--- config.mk ---
export PLATFORM = sky130hd
export DESIGN_NAME = morse_msg_ctrl_flat
export DESIGN_NICKNAME = d
export VERILOG_FILES = /design/src/rtl/morse_msg_ctrl_if.sv /design/src/rtl/morse_msg_ctrl.sv /design/src/flat_wrapper.sv
export SDC_FILE = /design/constraint.sdc
export NUM_CORES = 1
export LEC_CHECK = 0
export BUFFER_PORTS_ARGS = -buffer_cell sky130_fd_sc_hd__buf_2
export CORE_UTILIZATION = 50
export DETAILED_ROUTE_END_ITERATION = 8
export PLACE_DENSITY = 0.74
export SLEW_MARGIN = 10
export SYNTH_ARGS = -nofsm -noshare
export SYNTH_HDL_FRONTEND = slang
export SYNTH_SLANG_ARGS = --single-unit
--- constraint.sdc ---
create_clock -name clk -period 4.34 [get_ports clk]
set_clock_uncertainty 0.05 [all_clocks]
set_input_delay 0 -clock clk [delete_from_list [all_inputs] [get_ports clk]]
set_output_delay 0 -clock clk [all_outputs]
set_load 0.01 [all_outputs]
--- src/rtl/morse_msg_ctrl_if.sv ---
// Character stream from the message controller to its consumer (UART TX or display).
interface morse_msg_ctrl_if;
  logic [7:0] out_data;
  logic       out_valid;
  logic       out_ready;

  modport master (output out_data, output out_valid, input out_ready);
  modport slave  (input out_data, input out_valid, output out_ready);
endinterface

--- src/rtl/morse_msg_ctrl.sv ---
// Morse message controller: buffers decoded letters, inserts word-gap spaces, streams to consumer.
// Optional MORSE_SEND_TERM_EN: send pulse pushes LF (8'h0A) and terminates the current word.
module morse_msg_ctrl #(
  parameter int unsigned DEPTH      = 16,
  parameter int unsigned GAP_CYCLES = 50_000_000,
  parameter int unsigned CNT_W      = 26
) (
  input  logic                     clk,
  input  logic                     rst_n,
  input  logic [1:0]               sym_in,
  input  logic [7:0]               letter_in,
  input  logic                     letter_done,
  input  logic                     send,
  input  logic                     clear,
  morse_msg_ctrl_if.master         tx,
  output logic [$clog2(DEPTH):0]   fifo_count,
  output logic                     overflow
);
  localparam int unsigned AW = $clog2(DEPTH);
  localparam logic [AW:0]      FULL_CNT = DEPTH[AW:0];
  localparam logic [CNT_W-1:0] GAP_LAST = CNT_W'(GAP_CYCLES - 1);

  typedef enum logic {IDLE, IN_WORD} state_t;

  state_t           state, state_nxt;
  logic [CNT_W-1:0] gap_cnt, gap_cnt_nxt;
  logic [7:0]       mem [DEPTH];
  logic [AW-1:0]    rd_ptr, wr_ptr;
  logic             push, push_ok, pop, full, activity, letter_push;
  logic [7:0]       push_data;
`ifdef MORSE_SEND_TERM_EN
  logic             pend, pend_nxt;
`endif

  assign activity     = (sym_in != 2'b00) || letter_done;
  assign letter_push  = letter_done && (letter_in != 8'h00);
  assign tx.out_valid = (fifo_count != '0);
  assign tx.out_data  = tx.out_valid ? mem[rd_ptr] : '0;
  assign pop          = tx.out_valid && tx.out_ready;
  assign full         = (fifo_count == FULL_CNT);
  assign push_ok      = push && !clear && !(full && !pop);

  always_comb begin
    state_nxt   = state;
    gap_cnt_nxt = gap_cnt;
    push        = 1'b0;
    push_data   = '0;
`ifdef MORSE_SEND_TERM_EN
    pend_nxt    = pend;
`endif
    if (letter_push) begin
      push        = 1'b1;
      push_data   = letter_in;
      state_nxt   = IN_WORD;
      gap_cnt_nxt = '0;
    end else if (state == IN_WORD) begin
      if (activity) begin
        gap_cnt_nxt = '0;
      end else if (gap_cnt == GAP_LAST) begin
        push        = 1'b1;
        push_data   = 8'h20;
        state_nxt   = IDLE;
        gap_cnt_nxt = '0;
      end else begin
        gap_cnt_nxt = gap_cnt + CNT_W'(1);
      end
    end
`ifdef MORSE_SEND_TERM_EN
    // Terminator takes the push slot only when no letter/space claimed it; else it waits.
    if (send || pend) begin
      if (!push) begin
        push        = 1'b1;
        push_data   = 8'h0A;
        state_nxt   = IDLE;
        gap_cnt_nxt = '0;
        pend_nxt    = 1'b0;
      end else begin
        pend_nxt    = 1'b1;
      end
    end
`endif
  end

  always_ff @(posedge clk or negedge rst_n) begin
    if (!rst_n) begin
      state   <= IDLE;
      gap_cnt <= '0;
    end else if (clear) begin
      state   <= IDLE;
      gap_cnt <= '0;
    end else begin
      state   <= state_nxt;
      gap_cnt <= gap_cnt_nxt;
    end
  end

`ifdef MORSE_SEND_TERM_EN
  always_ff @(posedge clk or negedge rst_n) begin
    if (!rst_n)     pend <= 1'b0;
    else if (clear) pend <= 1'b0;
    else            pend <= pend_nxt;
  end
`endif

  always_ff @(posedge clk) begin
    if (push_ok) mem[wr_ptr] <= push_data;
  end

  always_ff @(posedge clk or negedge rst_n) begin
    if (!rst_n) begin
      rd_ptr     <= '0;
      wr_ptr     <= '0;
      fifo_count <= '0;
      overflow   <= 1'b0;
    end else if (clear) begin
      rd_ptr     <= '0;
      wr_ptr     <= '0;
      fifo_count <= '0;
      overflow   <= 1'b0;
    end else begin
      if (pop)     rd_ptr <= rd_ptr + AW'(1);
      if (push_ok) wr_ptr <= wr_ptr + AW'(1);
      if (push && !push_ok) overflow <= 1'b1;
      unique case ({push_ok, pop})
        2'b10:   fifo_count <= fifo_count + 1'b1;
        2'b01:   fifo_count <= fifo_count - 1'b1;
        default: fifo_count <= fifo_count;
      endcase
    end
  end
endmodule

--- src/flat_wrapper.sv ---
// flat-port wrapper written by rule: the top's interface ports become plain ports
module morse_msg_ctrl_flat 
#(
  parameter int unsigned DEPTH      = 16,
  parameter int unsigned GAP_CYCLES = 50_000_000,
  parameter int unsigned CNT_W      = 26
)
  (clk, rst_n, sym_in, letter_in, letter_done, send, clear, fifo_count, overflow, tx_out_data, tx_out_valid, tx_out_ready);
  morse_msg_ctrl_if tx_i ();
  input  logic clk;
  input  logic rst_n;
  input  logic [1:0] sym_in;
  input  logic [7:0] letter_in;
  input  logic letter_done;
  input  logic send;
  input  logic clear;
  output logic [$clog2(DEPTH):0] fifo_count;
  output logic overflow;
  output wire logic [$bits(tx_i.out_data)-1:0] tx_out_data;
  output wire logic [$bits(tx_i.out_valid)-1:0] tx_out_valid;
  input wire logic [$bits(tx_i.out_ready)-1:0] tx_out_ready;
  assign tx_out_data = tx_i.out_data;
  assign tx_out_valid = tx_i.out_valid;
  assign tx_i.out_ready = tx_out_ready;
  morse_msg_ctrl #(.DEPTH(DEPTH), .GAP_CYCLES(GAP_CYCLES), .CNT_W(CNT_W)) u_core (.clk(clk), .rst_n(rst_n), .sym_in(sym_in), .letter_in(letter_in), .letter_done(letter_done), .send(send), .clear(clear), .tx(tx_i), .fifo_count(fifo_count), .overflow(overflow));
endmodule
======== After elaboration in Yosys (flattened, before gate mapping) ========
Memories as Yosys holds them, arrays and structs flattened.
Index checks and enable logic that the tools add are counted.
operators by class
  add/sub/neg operators ................... 5
  multiply operators ...................... 0
  divide/modulo/power cells ............... 0
  magnitude comparators ................... 0
  equal/unequal tests ..................... 4
  shift operators ......................... 0
  mux-type cells .......................... 29
  bitwise gates (word level) .............. 0
  reduce and logical (&&, ||, !) cells .... 19
operator list
  operator                                             count
  two-way mux 26 bit                                   5
  two-way mux 8 bit                                    4
  adder 26 x 1 -> 26 bit, second input constant        1
  equality test 26 bit, second input constant          1
  two-way mux 4 bit                                    4
  two-way mux 1 bit                                    13
  one-hot mux 5 bit (2 select lines)                   1
  adder 4 x 1 -> 4 bit, second input constant          2
  nonzero test 2 bit                                   4
  nonzero test 8 bit                                   1
  logical AND 1 bit                                    6
  two-way mux 6 bit                                    1
  nonzero test 3 bit                                   2
  adder 5 x 1 -> 5 bit, second input constant          1
  equality test 5 bit, second input constant           1
  two-way mux 5 bit                                    1
  nonzero test 5 bit                                   1
  subtractor 5 x 1 -> 5 bit, second input constant     1
  zero test 1 bit                                      4
  equality test 2 x 1 -> 1 bit, second input constant  1
  equality test 2 bit, second input constant           1
  logical OR 1 bit                                     1
word-level totals
  flip-flop bits (word level) ............. 41
  latch bits .............................. 0
  memory bits (writable) .................. 128
  memory bits (read-only) ................. 0
  input port bits ......................... 16
  output and inout port bits .............. 15
  word-level logic and storage cells ...... 64
  memories ................................ 1
memory list
  memory      words  bits a word  rd ports  clocked after memory_dff  write ports  line                  RTL
  u_core.mem  16     8            1         0                         1            morse_msg_ctrl.sv:27  logic [7:0] mem [DEPTH];

======== Logic depth before layout (Yosys ltp) ========
Gate-level depths: netlist of the first run.
  depth in word-level cells ............... 11
  gate-level depth with buffers ........... 12
  depth with buffers taken out ............ 11

======== Worst setup path after synthesis of the first run ========
OpenSTA, ideal clock, no wires.
  path kind ............................... register to register
  from .................................... register u_core.gap_cnt[8]
  to ...................................... memory u_core.mem[10][0] (enable)
  library setup time ...................... 0.398 ns
  data arrival time ....................... 2.561 ns
  required time ........................... 3.892 ns
  setup slack ............................. 1.332 ns
  cell stages (with the launch flop) ...... 7
  path buffers ............................ 1
  period minus slack after synthesis ...... 3.008 ns
  path through ............................ dfrtp_1 -> or4b_1 -> nor4_4 -> a21bo_1 -> buf_6 -> nand3_2 -> nor4b_1
between the ends
  longest elaborated chain between the ends .. 9
ends and longest elaborated chain
  what                                     line                   RTL
  start, declared                          morse_msg_ctrl.sv:26   logic [CNT_W-1:0] gap_cnt, gap_cnt_nxt;
  start signal, assigned                   morse_msg_ctrl.sv:93   gap_cnt <= gap_cnt_nxt;
  equality test 26 bit                     morse_msg_ctrl.sv:59   end else if (gap_cnt == GAP_LAST) begin
  two-way mux 1 bit                        morse_msg_ctrl.sv:59
  two-way mux 1 bit                        morse_msg_ctrl.sv:57   if (activity) begin
  two-way mux 1 bit                        morse_msg_ctrl.sv:56   end else if (state == IN_WORD) begin
  two-way mux 1 bit                        morse_msg_ctrl.sv:51   if (letter_push) begin
  logical AND 1 bit (2 in a row)           morse_msg_ctrl.sv:41   assign push_ok = push && !clear && !(full && !pop);
  two-way mux 1 bit                        morse_msg_ctrl.sv:106  if (push_ok) mem[wr_ptr] <= push_data;
  two-way mux 1 bit (implied by the code)  morse_msg_ctrl.sv:106
  end, declared                            morse_msg_ctrl.sv:27
No other way between the ends.

======== Worst setup path after layout of the first run ========
  from .................................... register u_core.gap_cnt[8]
  to ...................................... register u_core.fifo_count[4]
between the ends
  longest elaborated chain between the ends .. 10
  elaborated cells on any way between the ends .. 12
  those cells by class .................... eq/ne: 3; mux: 6; reduce/logical: 3
ends and longest elaborated chain
  what                                                                 line                   RTL
  equality test 26 bit (*)                                             morse_msg_ctrl.sv:59
  two-way mux 1 bit (*)                                                morse_msg_ctrl.sv:59
  two-way mux 1 bit (*)                                                morse_msg_ctrl.sv:57
  two-way mux 1 bit (*)                                                morse_msg_ctrl.sv:56
  two-way mux 1 bit (*)                                                morse_msg_ctrl.sv:51
  logical AND 1 bit (*) (2 in a row)                                   morse_msg_ctrl.sv:41
  equality test 2 x 1 -> 1 bit or equality test 2 bit (tied branches)  morse_msg_ctrl.sv:124  unique case ({push_ok, pop})
  one-hot mux 5 bit (2 select lines)                                   morse_msg_ctrl.sv:124
  two-way mux 5 bit                                                    morse_msg_ctrl.sv:115  end else if (clear) begin
  end signal, assigned                                                 morse_msg_ctrl.sv:125  2'b10: fifo_count <= fifo_count + 1'b1;
  end signal, assigned                                                 morse_msg_ctrl.sv:126  2'b01: fifo_count <= fifo_count - 1'b1;
  end signal, assigned                                                 morse_msg_ctrl.sv:127  default: fifo_count <= fifo_count;
  end, declared                                                        morse_msg_ctrl.sv:16   output logic [$clog2(DEPTH):0] fifo_count,
Mark *: on every way between the ends. The rest lies on a longest branch, timed or not.
A chain may end at the register's enable or synchronous reset.

==> results.yml, run 1 <==
outcome:
  outcome: "finished with violations"
  violations: "design-rule violations"
grt:
  grt_pass1_vias: 4498
  grt_max_degree: 42
  grt-ovfl-total: 0
  track_usage: 0.206
  grt_pass1_wl_um: 24200
  grt_antenna_before_repair: 0
yosys:
  ys_ff_latch: 169
  synth_cell_types: 55
  mappedNetlistArea_um2: 7600
  async_flop_share: 0.243
  synth_ff_type: "edfxtp_1"
  syn-instance-count: 489
  synth_enable_flop_cells: 128
  syn_nets: 515
  yosysWarnings: 0
  synth_area_per_cell_um2: 15.5
  yosysSeqAreaShare: 0.641
sta:
  drv_slew: 0
  tightest_slew_ns: 1.01
  max-slew-margin-rel: 0.325
  fmax_ghz: 0.302
  fin_setup_tns_ns: 0
  hold_viol: 0
  rsz0062_at_grt: "no"
  layout_min_cycle_time_ns: 3.31
  setup_violations: 0
  fin_crit_sh: 0.763
clock_network:
  path_clk_slew_ns: 0.06
  cts_setup_buffers: 0
  numCtsBuffers: 17
  cts.path.max_buffers: 2
  insertion_delay_ns: 0.42
  cts-root-buf: "clkbuf_16"
  cts_tree: "built"
  htreeDepth: 4
  clock-sinks: 169
floorplanning:
  num_rows: 44
  start_util: 0.517
  core_um2: 14700
  dieHeight_um: 125
  design.die.area_um2: 15700
  die_w_um: 125
  pin_count: 31
route:
  drt_iter0_drc: 302
  wire_per_inst_um: 20.7
  route.vias.total: 4343
  first_pass_iters: 9
  drcViolationCount: 2
  viasPerCell: 6.02
  drt-total-wl_um: 15000
  ant_nets: 0
worst_setup_path:
  worst_path_max_delay_cell: "or4b_1"
  required_ns: 4.60
  cp.arrival_ns: 3.57
  path_class: "flip-flop to flip-flop"
  cp_slowest_stage_delay_ns: 0.61
  cp_cell_sequence: "or4b_1 > nor4_4 > a21boi_2 > o21a_1 > fa_1 > a21o_1 > a21oi_1 > nor3_1 > mux2i_1 > mux2_2"
  worst_setup_path_start_kind: "flip-flop"
  worst-path-max-fanout: 8
  crit_path_end_kind: "flip-flop"
placed_design:
  dp_hpwl_um: 9890
  port_buffers: 29
  dpl_cell_area_um2: 7920
  place_congestion: 0.855
power:
  leakage_nw: 2.97
  peakVddDrop_uv: 352
  powerDensity_nw_per_um2: 474
finish:
  design_area_um2: 8520
  fin_util: 0.579
  antenna_cells: 0
  syn2layout_area_growth_pct: 12.1
  fin_nets: 550
  drive_above_1_share: 0.233
run:
  cap_violations: 0
min_path:
  holdCritPathClass: "input pin to flip-flop"
## report_power, final
part | total (mW) | internal (mW) | switching (mW)
Sequential | 1.87 | 1.78 | 0.0911
Combinational | 0.805 | 0.406 | 0.400
Clock | 1.36 | 0.733 | 0.626
Total | 4.04 | 2.92 | 1.12
## worst max-delay path: cells and delay by family (launching register included)
family          cells  cell delay [ns]
mux                 2             0.52
fa+ha+maj           1             0.44
simple gates        3             0.88
compound gates      4             0.85
flops               1             0.47
## sequential cells by signal, indices dropped and copies added (netlist names)
register,flops
u_core.wr_ptr,4
u_core.overflow,1
u_core.gap_cnt,26
u_core.state,1
u_core.rd_ptr,4
u_core.fifo_count,5
u_core.mem,128
## layer usage
| layer | wire length [µm] | GRT usage | up-vias |
|---|---|---|---|
| met5 | 0 | 0 | - |
| met4 | 237 | 0.0689 | 0 |
| met3 | 631 | 0.0501 | 22 |
| met2 | 7520 | 0.333 | 110 |
| met1 | 6570 | 0.275 | 2233 |
| li1 | - | - | 1978 |
## what timing repair did
action	4_1_cts	5_1_grt
gates resized for setup	0	0
setup endpoints to repair	0	0
endpoints found under the hold margin	47	0
hold buffers	7	0
## cells in the mapped netlist, types with 9 or more instances
master    count  area share
edfxtp_1    128        0.51
dfrtp_1      41        0.14
mux4_2       40        0.12
nor2_1       31       0.015
a21oi_1      19       0.013
clkbuf_1     17      0.0084
nand2_1      16      0.0079
nand3_1      16       0.011
inv_1        14      0.0069
xnor2_1      14       0.016
nor2b_1      13       0.011
and2_1       12      0.0099
and4_1        9       0.010
ha_1          9       0.015
## stage by stage
| stage | setup WS [ns] | hold slack [ns] | cells | total power, mW |
|---|---|---|---|---|
| 2_1_floorplan | 1.33 | -0.346 | 489 | 2.47 |
| 3_3_place_gp | 1.16 | 0.127 | 682 | 2.68 |
| 3_5_place_dp | 1.07 | 0.146 | 682 | 2.72 |
| 4_1_cts | 1.03 | 0.0973 | 721 | 4.07 |
| 5_1_grt | 0.817 | 0.127 | 721 | 4.21 |
| 6_report | 1.03 | 0.122 | 721 | 4.04 |
## placed cells by master, fill, tap and decap left out, types with 5 or more instances in the layout
cell type      count
and4_1             9
and3_1             8
xnor2_1           14
a2111oi_0          8
mux4_2            40
o22ai_1            5
a21oi_1           19
buf_2             29
inv_1             14
or4_1              5
nand3_1           16
o21ai_0            7
nand2_1           16
nor2b_1           13
dfrtp_1           40
clkbuf_16         17
buf_4              8
nor2_1            31
clkinv_2           5
and2_1            12
dlygate4sd3_1      7
edfxtp_1         128
ha_1               9
nand4_1            6
## cell families (layout without fill, tap and decap cells)
group                    count (synthesis)  count (layout)  synth area share
adder cells (fa/ha/maj)                 10              10            0.0175
flip-flops                             169             169             0.641
XOR/XNOR                                17              17            0.0196
buffers and inverters                   42              90            0.0237
multiplexers                            50              50             0.136
AND/OR/NAND/NOR                        141             141             0.110
AO/OA/AOI/OAI                           60              60            0.0524
## worst paths after layout
check / cells after the start / to / start / slack (ns)
min reg2reg: 1 / u_core.gap_cnt[6] / u_core.gap_cnt[6] / 0.45
min: 3 / u_core.gap_cnt[6] / letter_done / 0.12
max reg2reg: 10 / u_core.fifo_count[4] / u_core.gap_cnt[8] / 1.03
max: 10 / u_core.fifo_count[4] / u_core.gap_cnt[8] / 1.03
min in group asynchronous: 2 / u_core.fifo_count[3] / rst_n / 0.22
max in group asynchronous: 2 / u_core.rd_ptr[0] / rst_n / 3.36
## area by class of cell
class	count	area, µm²
Fill cell	1075	6180
Sequential cell	169	4870
Multi-Input combinational cell	278	2560
Clock buffer	18	429
Timing Repair Buffer	44	275
Tap cell	184	230
Clock inverter	14	97.6
Inverter	14	52.6
No activity file was read; power rests on OpenSTA's default activity.
==> run 2: changes to the inputs <==
--- a/config.mk
+++ b/config.mk
@@ -8,7 +8,7 @@
 export BUFFER_PORTS_ARGS = -buffer_cell sky130_fd_sc_hd__buf_2
 export CORE_UTILIZATION = 50
 export DETAILED_ROUTE_END_ITERATION = 8
-export PLACE_DENSITY = 0.74
+export PLACE_DENSITY = 0.76
 export SLEW_MARGIN = 10
 export SYNTH_ARGS = -nofsm -noshare
 export SYNTH_HDL_FRONTEND = slang
==> constraint.sdc (replaced) <==
create_clock -name clk -period 2.9 [get_ports clk]
set_clock_uncertainty 0.05 [all_clocks]
set_input_delay 0 -clock clk [delete_from_list [all_inputs] [get_ports clk]]
set_output_delay 0 -clock clk [all_outputs]
set_load 0.01 [all_outputs]
==> run 2 against run 1 <==
- the flow finishes with violations (design-rule violations, negative setup slack)
- critical path depth unchanged
- final cell count increased by 2.6%
- sequential power increased by 45%
- first-iteration DRC count increased by 30%
- sequential share of layout area decreased by 1.7 points
- core utilization increased by 1.8 points
- combinational power increased by 73%
- die area unchanged
==> results.yml, run 2 (same netlist as run 1, synthesis figures left out) <==
min_path:
  holdCritPathClass: "input pin to flip-flop"
  min_path_cells: 3
  hold_path_end: "u_core.gap_cnt[4]"
  hp-start: "sym_in[1]"
route:
  ant_nets: 0
  drt_iter0_drc: 392
  route.vias.total: 4490
  viasPerCell: 6.07
  wire_per_inst_um: 21.2
  drcViolationCount: 3
  first_pass_iters: 9
  drt-total-wl_um: 15700
worst_setup_path:
  required_ns: 3.17
  worst-path-max-fanout: 4
  r2r_end: "u_core.fifo_count[4]"
  r2r_start: "u_core.gap_cnt[7]"
  cp.arrival_ns: 3.22
  reg2regPathDepth: 10
  path_class: "flip-flop to flip-flop"
  crit_path_end_kind: "flip-flop"
  rrSetupSlack_ns: -0.05
  worst_setup_path_start_kind: "flip-flop"
sta:
  fmax_ghz: 0.339
  max-slew-margin-rel: 0.352
  layout_min_cycle_time_ns: 2.95
  holdWs_ns: 0.0344
  rsz0062_at_grt: "yes"
  setup_violations: 1
  fin_setup_tns_ns: -0.0482
  fin_crit_sh: 1.02
  hold_viol: 0
  drv_slew: 0
  tightest_slew_ns: 0.971
  finalWorstSetupSlack_ns: -0.0482
outcome:
  outcome: "finished with violations"
  violations: "design-rule violations, negative setup slack"
finish:
  multiInputGateArea_um2: 2590
  largest_register_ffs: 128
  final_cell_mix: "edfxtp_1, mux4_2, dfrtp_1"
  drive_above_1_share: 0.281
  antenna_cells: 0
  fin_nets: 569
  fill_cells: 1062
  reg.largest.list: "u_core.mem x128, u_core.gap_cnt x26, u_core.fifo_count x5"
  syn2layout_area_growth_pct: 15.5
  top_register: "u_core.mem"
  layout.area.seq_um2: 4870
  final_common_cell: "edfxtp_1"
clock_network:
  numCtsBuffers: 17
  cts-root-buf: "clkbuf_16"
  htreeDepth: 4
  clock-sinks: 169
  cts_tree: "built"
  insertion_delay_ns: 0.44
  cts.path.max_buffers: 2
  path_clk_slew_ns: 0.07
floorplanning:
  design.die.area_um2: 15700
  core_um2: 14700
  dieHeight_um: 125
  die_w_um: 125
  start_util: 0.517
  num_rows: 44
  pin_count: 31
placed_design:
  place_congestion: 0.832
  dp_hpwl_um: 10100
  post-place-ws_ns: -0.0359
  port_buffers: 29
grt:
  track_usage: 0.215
  grt_pass1_wl_um: 25200
  grt_pass1_vias: 4700
  grt_max_degree: 42
  grt-ovfl-total: 0
  grt_antenna_before_repair: 1
power:
  peakVddDrop_uv: 417
  leakage_nw: 3.12
  powerDensity_nw_per_um2: 729
run:
  cap_violations: 0
-- run 2: cell count changes in the layout (fill, tap and decap cells not counted), moves of 2 or more --
cell / before / now
nor4b_1: 4 / 2
clkinv_2: 5 / 0
clkinv_8: 0 / 4
dlygate4sd3_1: 7 / 4
inv_8: 0 / 6
nor4b_2: 2 / 4
buf_4: 8 / 29
clkinv_4: 3 / 0
-- run 2: worst max-delay path by stage --
stage                      start                    to  slack, ns
3_5_place_dp   u_core.gap_cnt[7]  u_core.fifo_count[4]      -0.04
5_1_grt        u_core.gap_cnt[7]  u_core.fifo_count[4]      -0.21
2_1_floorplan  u_core.gap_cnt[8]     u_core.mem[10][0]      -0.07
4_1_cts        u_core.gap_cnt[7]  u_core.fifo_count[4]      -0.03
6_report       u_core.gap_cnt[7]  u_core.fifo_count[4]      -0.05
3_3_place_gp   u_core.gap_cnt[7]  u_core.fifo_count[4]       0.05
-- run 2: per-layer routing --
metal | vias to the layer above | global-route usage | share of wire
met3 | 25 | 0.0505 | 0.049
met5 | - | 0 | 0.00064
met4 | 2 | 0.0775 | 0.015
met1 | 2289 | 0.269 | 0.41
met2 | 140 | 0.368 | 0.53
li1 | 2034 | - | -
-- run 2: timing repair --
action / 4_1_cts / 5_1_grt
hold buffers: 4 / 0
hold endpoints to repair: 46 / 0
setup endpoints to repair: 1 / 1
setup buffers: 1 / 0
pin swaps: 0 / 0
gates resized for setup: 1 / 2
-- run 2: stage by stage --
stage                     power, mW  instance area (µm²)  instances   util
after floorplan                3.70                 7600        489      -
after global placement         4.09                 8110        703  0.552
after detailed placement       4.14                 8110        703  0.552
after CTS                      6.43                 8770        740  0.597
after global routing           6.64                 8780        740  0.597
final                          6.40                 8780        740  0.597
-- run 2: layout make-up --
cell class                 instances  area share
clock buffer                      17      0.0485
clock inverter                    15      0.0210
inverter                          14     0.00599
multi-input combinational        278       0.295
sequential                       169       0.555
tap                              184      0.0262
timing repair buffer              63      0.0482
-- run 2: where the power goes --
| group | switching (mW) | total [mW] | internal [mW] |
|---|---|---|---|
| registers | 0.0543 | 2.72 | 2.67 |
| clock network | 1.11 | 2.29 | 1.18 |
| logic | 0.706 | 1.39 | 0.681 |
| total | 1.87 | 6.40 | 4.53 |
-- run 2: critical path, stage by stage, from the launching register on --
cell and delay, ns:
dfrtp_1 0.38, or4b_4 0.56, nor4_4 0.19, a21boi_2 0.10, o21a_2 0.24, fa_2 0.35
a21o_1 0.20, a21oi_2 0.18, nor3_2 0.06, mux2i_1 0.16, mux2_2 0.35
==> run 3: changes to the inputs <==
--- a/config.mk
+++ b/config.mk
@@ -5,10 +5,10 @@
 export SDC_FILE = /design/constraint.sdc
 export NUM_CORES = 1
 export LEC_CHECK = 0
-export BUFFER_PORTS_ARGS = -buffer_cell sky130_fd_sc_hd__buf_2
 export CORE_UTILIZATION = 50
 export DETAILED_ROUTE_END_ITERATION = 8
-export PLACE_DENSITY = 0.76
+export DONT_BUFFER_PORTS = 1
+export PLACE_DENSITY = 0.75
 export SLEW_MARGIN = 10
 export SYNTH_ARGS = -nofsm -noshare
 export SYNTH_HDL_FRONTEND = slang
==> run 3 against run 2 <==
- the flow finishes with violations (negative hold slack, negative setup slack)
- worst hold slack lost 0.037 ns
- routed wire length grew 1.4%
- critical path depth is the same
- first-iteration DRC count grew 9.7%
- global-route usage grew 0.41 points
- highest routed layer is now met4
- via count shrank 2.6%
- total power shrank 5.0%
- critical path type unchanged
- critical endpoint unchanged
==> results.yml, run 3 (same netlist as run 1, synthesis figures left out) <==
sta:
  layout_min_cycle_time_ns: 3.01
  holdWs_ns: -0.00209
  finalWorstSetupSlack_ns: -0.115
  setup_violations: 2
  rsz0062_at_grt: "yes"
  max-slew-margin-rel: 0.298
  drv_slew: 0
  fmax_ghz: 0.332
  fin_crit_sh: 1.04
  tightest_slew_ns: 1.05
  hold_viol: 1
worst_setup_path:
  crit_buf_inv: 0
  worst-path-max-fanout: 3
  reg2regPathDepth: 10
  path_class: "flip-flop to flip-flop"
  path_delay_family: "simple AND/OR/NAND/NOR gates"
  cp.arrival_ns: 3.28
  crit_cells: 10
  worst_path_max_delay_cell: "or4b_4"
  crit_path_end_kind: "flip-flop"
  cp_slowest_stage_delay_ns: 0.57
  cp_cell_sequence: "or4b_4 > nor4_4 > a21boi_2 > o21a_4 > fa_2 > a21o_1 > a21oi_2 > nor3_2 > mux2i_1 > mux2_2"
  required_ns: 3.17
  worst_setup_path_start_kind: "flip-flop"
floorplanning:
  core_um2: 14700
  num_rows: 44
  die_w_um: 125
  dieHeight_um: 125
  start_util: 0.517
  pin_count: 31
  design.die.area_um2: 15700
placed_design:
  post-place-ws_ns: -0.0273
  dp_hpwl_um: 10300
  port_buffers: 0
  place_congestion: 0.871
  placedCellCount: 674
clock_network:
  cts-root-buf: "clkbuf_16"
  path_clk_slew_ns: 0.06
  cts.path.max_buffers: 2
  htreeDepth: 4
  numCtsBuffers: 17
  clock-sinks: 169
  insertion_delay_ns: 0.44
  cts_tree: "built"
grt:
  grt-ovfl-total: 0
  track_usage: 0.219
  grt_antenna_before_repair: 0
  grt_max_degree: 42
  grt_pass1_wl_um: 25700
  grt_pass1_vias: 4553
route:
  drt_iter0_drc: 430
  drcViolationCount: 0
  route.vias.total: 4372
  viasPerCell: 6.10
  ant_nets: 0
  first_pass_iters: 6
  drt-total-wl_um: 15900
  wire_per_inst_um: 22.2
finish:
  final_cell_mix: "edfxtp_1, mux4_2, dfrtp_1"
  top_register: "u_core.mem"
  largest_register_ffs: 128
  final_common_cell: "edfxtp_1"
  fin_nets: 546
  reg.largest.list: "u_core.mem x128, u_core.gap_cnt x26, u_core.fifo_count x5"
  drive_above_1_share: 0.253
  antenna_cells: 0
  syn2layout_area_growth_pct: 14.1
  finalNonFillerCells: 717
power:
  leakage_nw: 2.98
  peakVddDrop_uv: 449
  pwr-share-clk: 0.336
  p_int_mw: 4.37
  powerDensity_nw_per_um2: 701
  p_total_mw: 6.08
  power.switching_mw: 1.70
  power.share.switching: 0.280
  seqPwrFrac: 0.450
  pwr-share-comb: 0.214
outcome:
  outcome: "finished with violations"
  violations: "negative hold slack, negative setup slack"
min_path:
  holdCritPathClass: "input pin to async pin"
run:
  cap_violations: 0
==> run 3: cell types whose count changed in the layout (fill, tap and decap cells not counted), sizes merged <==
cell,before,now
buf,59,33
dlygate4sd3,4,7
clkbuf,17,18
clkinvlp,0,3
inv,25,17
clkinv,4,8
==> run 3: final cells by class <==
class	count	area, µm²
Clock buffer	18	429
Clock inverter	14	100
Tap cell	184	230
Inverter	14	52.6
Timing Repair Buffer	40	343
Fill cell	1046	6030
Sequential cell	169	4870
Multi-Input combinational cell	278	2640
==> run 3: repair_timing <==
action / in CTS / in global routing
gates resized for setup: 5 / 7
pin swaps: 0 / 9
endpoints found under the setup margin: 1 / 2
buffers inserted: 0 / 3
hold buffers: 8 / 0
hold endpoints to repair: 94 / 0
==> run 3: path summary, 6_finish.rpt <==
kind / start / endpoint / slack, ns
max in group asynchronous: rst_n / u_core.rd_ptr[0] / 2.58
worst max register to register: u_core.gap_cnt[8] / u_core.fifo_count[4] / -0.11
worst min-delay path: rst_n / u_core.state / -0.002
worst min register to register: u_core.gap_cnt[6] / u_core.gap_cnt[6] / 0.46
min in group clk: clear / u_core.mem[3][0] / 0.03
worst max-delay path: u_core.gap_cnt[8] / u_core.fifo_count[4] / -0.11
==> run 3: stage by stage <==
step	util	setup TNS, ns	area [µm²]
2_1_floorplan	-	-1.85	7600
3_3_place_gp	0.542	0	7960
3_5_place_dp	0.542	-0.0273	7960
4_1_cts	0.585	-0.0651	8610
5_1_grt	0.590	-0.357	8670
6_report	0.590	-0.144	8670
==> run 3: worst reg2reg max path: stages, from the launching register on <==
cell,delay [ns]
dfrtp_1,0.38
or4b_4,0.57
nor4_4,0.27
a21boi_2,0.12
o21a_4,0.25
fa_2,0.34
a21o_1,0.17
a21oi_2,0.17
nor3_2,0.06
mux2i_1,0.17
mux2_2,0.35
==> run 3: layer usage <==
metal / track usage / up-vias / routed length [µm] / part of all wire
met5: 0 / - / 0 / 0
met4: 0.0782 / 0 / 233 / 0.015
met3: 0.0578 / 19 / 822 / 0.052
met2: 0.358 / 123 / 8060 / 0.51
met1: 0.287 / 2246 / 6800 / 0.43
li1: - / 1984 / - / -
==> run 3: power groups by stage <==
stage | Combinational [mW] | Clock, mW | Sequential [mW]
detailed placement | 1.22 | 0 | 2.78
global placement | 1.17 | 0 | 2.78
CTS | 1.27 | 2.07 | 2.73
global route | 1.41 | 2.16 | 2.74
floorplan | 0.925 | 0 | 2.77
finish | 1.30 | 2.04 | 2.73
